**src/rtl/pll_pkg.sv**
```systemverilog
// Shared types and default timing for the PLL reset controller.
package pll_pkg;

  typedef enum logic [1:0] {
    HOLD   = 2'd0,
    WAIT   = 2'd1,
    STABLE = 2'd2,
    RUN    = 2'd3
  } pll_state_t;

  // Defaults sized for a 50 MHz reference clock.
  localparam int unsigned DEF_RST_HOLD     = 16;     // 320 ns PLL reset pulse
  localparam int unsigned DEF_LOCK_TIMEOUT = 65536;  // ~1.3 ms to acquire lock
  localparam int unsigned DEF_LOCK_STABLE  = 1024;   // ~20 us of clean lock
  localparam int unsigned DEF_CNT_W        = 8;

  function automatic int unsigned max3(input int unsigned a, input int unsigned b,
                                       input int unsigned c);
    int unsigned m;
    m = (a > b) ? a : b;
    return (m > c) ? m : c;
  endfunction

endpackage

```
**src/rtl/sync2.sv**
```systemverilog
// Generic two-flop synchroniser for a single asynchronous level.
module sync2 #(
  parameter logic RST_VAL = 1'b0
) (
  input  logic clk,
  input  logic rst_n,
  input  logic d,
  output logic q
);

  logic meta;

  // Two back-to-back flops; first stage may go metastable.
  always_ff @(posedge clk or negedge rst_n) begin
    if (!rst_n) begin
      meta <= RST_VAL;
      q    <= RST_VAL;
    end else begin
      meta <= d;
      q    <= meta;
    end
  end

endmodule

```
**src/rtl/pll_reset_ctrl.sv**
```systemverilog
// PLL reset sequencer: pulses the PLL reset, waits for a stable lock, then
// releases a synchronous system reset. Retries on timeout, re-sequences on
// lock loss or software request, and counts both kinds of event.
module pll_reset_ctrl
  import pll_pkg::*;
#(
  parameter int unsigned RST_HOLD     = DEF_RST_HOLD,
  parameter int unsigned LOCK_TIMEOUT = DEF_LOCK_TIMEOUT,
  parameter int unsigned LOCK_STABLE  = DEF_LOCK_STABLE,
  parameter int unsigned CNT_W        = DEF_CNT_W
) (
  input  logic             refclk,
  input  logic             rst_n,
  input  logic             pll_locked,
  input  logic             soft_rst_req,
  output logic             pll_rst,
  output logic             sys_rst,
  output logic             ready,
  output logic [CNT_W-1:0] relock_cnt,
  output logic [CNT_W-1:0] timeout_cnt
);

  localparam int unsigned CW = $clog2(max3(RST_HOLD, LOCK_TIMEOUT, LOCK_STABLE)) + 1;

  localparam logic [CW-1:0] HOLD_LAST = CW'(RST_HOLD - 1);
  localparam logic [CW-1:0] TO_LAST   = CW'(LOCK_TIMEOUT - 1);
  localparam logic [CW-1:0] STB_LAST  = CW'(LOCK_STABLE - 1);

  logic          lk_s;
  pll_state_t    state, state_nxt;
  logic [CW-1:0] cnt, cnt_nxt;
  logic          timeout_hit, relock_hit;
  logic          pll_rst_nxt, sys_rst_nxt, ready_nxt;

  sync2 #(.RST_VAL(1'b0)) u_lk_sync (
    .clk   (refclk),
    .rst_n (rst_n),
    .d     (pll_locked),
    .q     (lk_s)
  );

  // State and shared cycle counter.
  always_ff @(posedge refclk or negedge rst_n) begin
    if (!rst_n) begin
      state <= HOLD;
      cnt   <= '0;
    end else begin
      state <= state_nxt;
      cnt   <= cnt_nxt;
    end
  end

  // Next state; soft request overrides everything, lock beats timeout in WAIT.
  always_comb begin
    state_nxt   = state;
    timeout_hit = 1'b0;
    relock_hit  = 1'b0;
    if (soft_rst_req) begin
      state_nxt = HOLD;
    end else begin
      case (state)
        HOLD:   if (cnt == HOLD_LAST) state_nxt = WAIT;
        WAIT: begin
          if (lk_s) begin
            state_nxt = STABLE;
          end else if (cnt == TO_LAST) begin
            state_nxt   = HOLD;
            timeout_hit = 1'b1;
          end
        end
        STABLE: begin
          if (!lk_s)                 state_nxt = WAIT;
          else if (cnt == STB_LAST)  state_nxt = RUN;
        end
        RUN: begin
          if (!lk_s) begin
            state_nxt  = HOLD;
            relock_hit = 1'b1;
          end
        end
        default: state_nxt = HOLD;
      endcase
    end
    // Counter restarts on any transition or soft request; idle in RUN.
    if (soft_rst_req || (state_nxt != state) || (state == RUN)) cnt_nxt = '0;
    else                                                         cnt_nxt = cnt + CW'(1);
  end

  // Output values for the coming state, registered below.
  always_comb begin
    pll_rst_nxt = (state_nxt == HOLD);
    sys_rst_nxt = (state_nxt != RUN);
    ready_nxt   = (state_nxt == RUN);
  end

  // Registered outputs and saturating event counters.
  always_ff @(posedge refclk or negedge rst_n) begin
    if (!rst_n) begin
      pll_rst     <= 1'b1;
      sys_rst     <= 1'b1;
      ready       <= 1'b0;
      relock_cnt  <= '0;
      timeout_cnt <= '0;
    end else begin
      pll_rst <= pll_rst_nxt;
      sys_rst <= sys_rst_nxt;
      ready   <= ready_nxt;
      if (relock_hit && (relock_cnt != '1))   relock_cnt  <= relock_cnt + CNT_W'(1);
      if (timeout_hit && (timeout_cnt != '1)) timeout_cnt <= timeout_cnt + CNT_W'(1);
    end
  end

endmodule
```
**config.mk**
```make
export PLATFORM = sky130hd
export DESIGN_NAME = pll_reset_ctrl
export DESIGN_NICKNAME = d
export VERILOG_FILES = /design/src/rtl/pll_pkg.sv /design/src/rtl/sync2.sv /design/src/rtl/pll_reset_ctrl.sv
export SDC_FILE = /design/constraint.sdc
export NUM_CORES = 1
export LEC_CHECK = 0
export CAP_MARGIN = 0
export CORE_MARGIN = 5
export CORE_UTILIZATION = 55
export DETAILED_ROUTE_END_ITERATION = 8
export GPL_TIMING_DRIVEN = 0
export PLACE_DENSITY = 0.77
export SLEW_MARGIN = 15
export SYNTH_ARGS = -nofsm -noshare
export SYNTH_HDL_FRONTEND = slang
export SYNTH_HIERARCHICAL = 1
export SYNTH_SLANG_ARGS = --single-unit
```
**constraint.sdc**
```tcl
create_clock -name refclk -period 2.3 [get_ports refclk]
set_input_delay 0.46 -clock refclk [delete_from_list [all_inputs] [get_ports refclk]]
set_output_delay 0.46 -clock refclk [all_outputs]
set_load 0.02 [all_outputs]
```
---- After elaboration in Yosys (flattened, before gate mapping) ----
Index checks and enable logic that the tools add are counted.
cells by class
  $add $sub $neg .......................... 3
  equal/unequal tests ..................... 11
  mux-type cells .......................... 16
  reductions and logical operators ........ 6
operators by type and width
  kind                                              number
  adder 17 x 1 -> 17 bit (second input constant)    1
  == test 17 x 10 -> 1 bit (second input constant)  1
  == test 17 x 16 -> 1 bit (second input constant)  1
  == test 17 x 4 -> 1 bit (second input constant)   1
  two-way mux 17 bit                                1
  adder 8 x 1 -> 8 bit (second input constant)      2
  != test 8 bit (second input constant)             2
  two-way mux 2 bit                                 7
  case mux 2 bit (4 select lines)                   1
  two-way mux 1 bit                                 7
  == test 2 bit (second input constant)             3
  logical NOT 2 bit                                 2
  == test 2 x 1 -> 1 bit (second input constant)    1
  logical AND 1 bit                                 2
  logical OR 1 bit                                  2
  != test 2 bit                                     1
  != test 2 bit (second input constant)             1
word-level totals
  register bits after elaboration ......... 40
  input port bits ......................... 4
  output and inout port bits .............. 19
  logic and storage cells ................. 45

---- Longest topological paths before layout ----
Gate-level depths: netlist of the first run.
  depth after elaboration ................. 9
  gate-level depth with buffers ........... 9
  depth with buffers taken out ............ 9

---- Cells and area by module ----
The synthesis of the first run kept the hierarchy.
by module, submodules not included
  module          times used  cells each  area each (um^2)  sequential area each (um^2)
  pll_reset_ctrl  1           184         1883.1            953.4
  sync2           1           2           50.0              50.0

---- Worst setup path after synthesis of the first run ----
Ideal clock, no wire load.
  path kind ............................... reg2reg
  start ................................... register cnt[0]
  end ..................................... register timeout_cnt[5]
  setup time .............................. 0.080 ns
  data arrival time ....................... 1.972 ns
  required time ........................... 2.220 ns
  setup slack ............................. 0.248 ns
  cell stages (with the launch flop) ...... 9
  buffers on the path ..................... 0
  clock period less this slack ............ 2.052 ns
  cell sequence ........................... dfrtp_1 ha_1 nand2_1 nor3_1 and3_1 ha_1 o211ai_1 nor3_1 xor2_1
on the way
  longest elaborated chain between the ends .. 6
RTL lines
  element                   RTL line               RTL
  start, declared           pll_reset_ctrl.sv:31   logic [CW-1:0] cnt, cnt_nxt;
  start signal, assigned    pll_reset_ctrl.sv:49   cnt <= cnt_nxt;
  == test 17 x 16 -> 1 bit  pll_reset_ctrl.sv:66   end else if (cnt == TO_LAST) begin
  two-way mux 1 bit         pll_reset_ctrl.sv:66
  two-way mux 1 bit         pll_reset_ctrl.sv:64   if (lk_s) begin
  two-way mux 1 bit         pll_reset_ctrl.sv:61   case (state)
  two-way mux 1 bit         pll_reset_ctrl.sv:58   if (soft_rst_req) begin
  logical AND 1 bit         pll_reset_ctrl.sv:109  if (timeout_hit && (timeout_cnt != '1)) timeout_cnt <= timeout_cnt + CNT_W'(1);
  end signal, assigned      pll_reset_ctrl.sv:109
  end, declared             pll_reset_ctrl.sv:20   output logic [CNT_W-1:0] timeout_cnt
Every way passes these cells.
A chain may end at the register's enable or synchronous reset.

---- Worst setup path after layout of the first run ----
  start ................................... register cnt[10]
  end ..................................... register timeout_cnt[1]
The elaborated chain is that of the path after synthesis.

==> results of run 1 <==
-- cell families after synthesis --
group / share of synthesized area, %
compound gates: 9.32
xor+xnor: 10.4
fa+ha+maj: 2.59
buf+inv: 1.75
flops: 51.9
mux: 1.16
simple gates: 22.8
-- Yosys cell counts, drive strengths merged (3+ instances only) --
library cell | instances | share of area, %
xor2 | 15 | 6.8
inv | 7 | 1.4
dfrtp | 38 | 49
a21oi | 12 | 3.1
nand2 | 13 | 2.5
nor2 | 10 | 1.9
xnor2 | 8 | 3.6
or3 | 6 | 2.0
nand4 | 5 | 1.9
o31ai | 3 | 1.2
and3 | 6 | 2.0
o21ai | 4 | 1.0
nor4 | 5 | 1.6
nor3 | 13 | 3.4
ha | 4 | 2.6
nand3 | 11 | 3.1
-- flip-flops by register name (all words and copies together), names as in the netlist --
| signal | count |
|---|---|
| sys_rst | 1 |
| pll_rst | 1 |
| cnt | 17 |
| u_lk_sync/meta | 1 |
| state | 2 |
| u_lk_sync/q | 1 |
| timeout_cnt | 8 |
| ready | 1 |
| relock_cnt | 8 |
-- metal layers --
metal,vias to the layer above,wire length (µm)
li1,730,-
met1,728,1590
met2,51,2070
met3,11,231
met4,0,99
met5,-,0
-- worst paths after layout --
path                                              end  cells past startpoint                      from  slack (ns)
setup / recovery           timeout_cnt[1]$_DFFE_PN0P_                      8         cnt[10]$_DFF_PN0_        0.15
hold / removal             timeout_cnt[7]$_DFFE_PN0P_                      1                     rst_n        0.05
setup reg to reg           timeout_cnt[1]$_DFFE_PN0P_                      8         cnt[10]$_DFF_PN0_        0.15
hold reg to reg                 u_lk_sync/q$_DFF_PN0_                      0  u_lk_sync/meta$_DFF_PN0_        0.37
max in group asynchronous           sys_rst$_DFF_PN1_                      2                     rst_n        1.71
min in group refclk             u_lk_sync/q$_DFF_PN0_                      0  u_lk_sync/meta$_DFF_PN0_        0.37
-- stage by stage --
step	hold slack, ns	setup TNS [ns]
floorplan	0.164	0
global placement	0.335	-5.79
detailed placement	0.340	-1.51
CTS	0.0458	0
global route	0.0501	0
finish	0.0472	0
-- where the power goes --
| group | leakage [nW] | switching (mW) | total (mW) | internal [mW] |
|---|---|---|---|---|
| clock | 0.0412 | 0.237 | 0.464 | 0.227 |
| combinational | 0.488 | 0.0272 | 0.0456 | 0.0184 |
| sequential | 0.543 | 0.00612 | 0.715 | 0.709 |
-- what timing repair did --
action / 4_1_cts / 5_1_grt
resized for setup: 2 / 8
gates cloned: 0 / 0
pin swaps: 0 / 1
setup buffers: 2 / 2
setup endpoints to repair: 24 / 24
-- cell type report --
class,count,area (µm²)
Clock buffer,5,37.5
Multi-Input combinational cell,137,941
Inverter,7,26.3
Tap cell,46,57.6
Clock inverter,3,42.5
Fill cell,262,981
Timing Repair Buffer,27,273
Sequential cell,40,1000
==> results.sh, run 1 <==
export IMPL_worst_endpoint_required_ns=2.55
export IMPL_slew_limit_headroom_pct=58.5
export IMPL_ios=23
export IMPL_cp_arrival_ns=2.40
export IMPL_drtIter0Drc=86
export IMPL_start_util_pct=57.5
export IMPL_routabilityCongestion=0.776
export IMPL_syn_num_nets=194
export IMPL_fin_nets=226
export IMPL_synth_edf_count=0
export IMPL_worst_slack_ns=0.149
export IMPL_synthDistinctLibCells=40
export IMPL_grt_use_met3_pct=4.20
export IMPL_grt_pass1_wl_um=6790
export IMPL_layout_commonest_cell="dfrtp_1"
export IMPL_io_buffers=22
export IMPL_cp_max_fo=6
export IMPL_placed_area_um2=2230
export IMPL_overflow=0
export IMPL_antenna_found_initial=0
export IMPL_ys_async_sr_fraction_pct=100
export IMPL_die_area_um2=4800
export IMPL_finalSetupViolCount=0
export IMPL_ys_ff_latch=40
export IMPL_hp_class="primary input to async pin"
export IMPL_slowest_delay_ns=0.45
export IMPL_grtUsageMet1_pct=21.6
export IMPL_dp_cells=255
export IMPL_wl_per_cell_um=15.0
export IMPL_syn_inst=186
export IMPL_fin_crit_ns=2.15
export IMPL_hold_buffers=0
export IMPL_finalCritPeriodShare_pct=93.5
export IMPL_avgSynthCellArea_um2=10.4
export IMPL_hold_viol=0
export IMPL_firstDrtPassIters=4
export IMPL_end_kind="register"
export IMPL_yosys_warnings=6
export IMPL_clock_latency_ns=0.36
export IMPL_cp_start_kind="register"
export IMPL_place_ws_ns=-0.146
export IMPL_status="complete, no violations"
export IMPL_top_usage_layer="met2"
export IMPL_die_y_um=69.3
export IMPL_fmax_mhz=465
export IMPL_path_delay_family="simple AND/OR/NAND/NOR gates"
export IMPL_post_drt_via_cell_ratio=5.74
export IMPL_clk_pin_slew_ns=0.13
export IMPL_cts_buffers=5
export IMPL_crit_buf_inv=2
export IMPL_final_cell_mix="37 x dfrtp_1, 21 x clkdlybuf4s50_1, 15 x xor2_1, 12 x nand2_1, 12 x a21oi_1"
export IMPL_coreArea_um2=3360
export IMPL_clk_path_buf_depth=2
export IMPL_drt_antenna_violating_nets=0
export IMPL_drt_wl_total_um=3990
export IMPL_power_total_mw=1.22
export IMPL_stdcell_area_um2=2380
export IMPL_worst_slew_pin_slew_ns=0.617
export IMPL_grt_use_met2_pct=29.2
export IMPL_insertedDiodeCount=0
export IMPL_rsz0062_at_grt="false"
export IMPL_rows=21
export IMPL_report_final_slew_viol_count=0
export IMPL_num_vias=1520
export IMPL_drc=0
export IMPL_final_cell_count_no_fill=265
export IMPL_clock_skew_ns=0.0175
export IMPL_tritoncts="built"
export IMPL_cap_violations=0
export IMPL_dp_hpwl_um=2760
export IMPL_drive_gt1_share_pct=14.6
export IMPL_utilization_pct=70.8
export IMPL_syn_to_final_growth_pct=23.2
export IMPL_setup_worst_path_class="register to register"
export IMPL_peakVddDrop_v=0.000466
export IMPL_htree_levels=2
export IMPL_cts_sinks=40
export IMPL_grt_pass1_vias=1453
export IMPL_path_cells="nand4_1, or2_2, inv_1, and3_1, ha_2, o211ai_1, buf_4, mux2_2"
export IMPL_yosysSeqAreaShare_pct=51.9
export IMPL_synth_area_um2=1930
export IMPL_cts_root_buf="clkbuf_4"
export IMPL_grtUsageTotal_pct=17.6
export IMPL_p_per_area_nw_per_um2=514
export IMPL_cellLeakagePower_nw=1.07
export IMPL_slowest_stage="dfrtp_1"
export IMPL_synth_flop_cell="dfrtp_1"
export IMPL_grt_max_degree=22
export IMPL_dieWidth_um=69.3
No activity file was read; power rests on OpenSTA's default activity.
==> run 2: changes to the inputs <==
Settings changed: CAP_MARGIN 0 to 20.
==> results of run 2 <==
No change in the layout: final DEF, timing and power equal those of run 1.
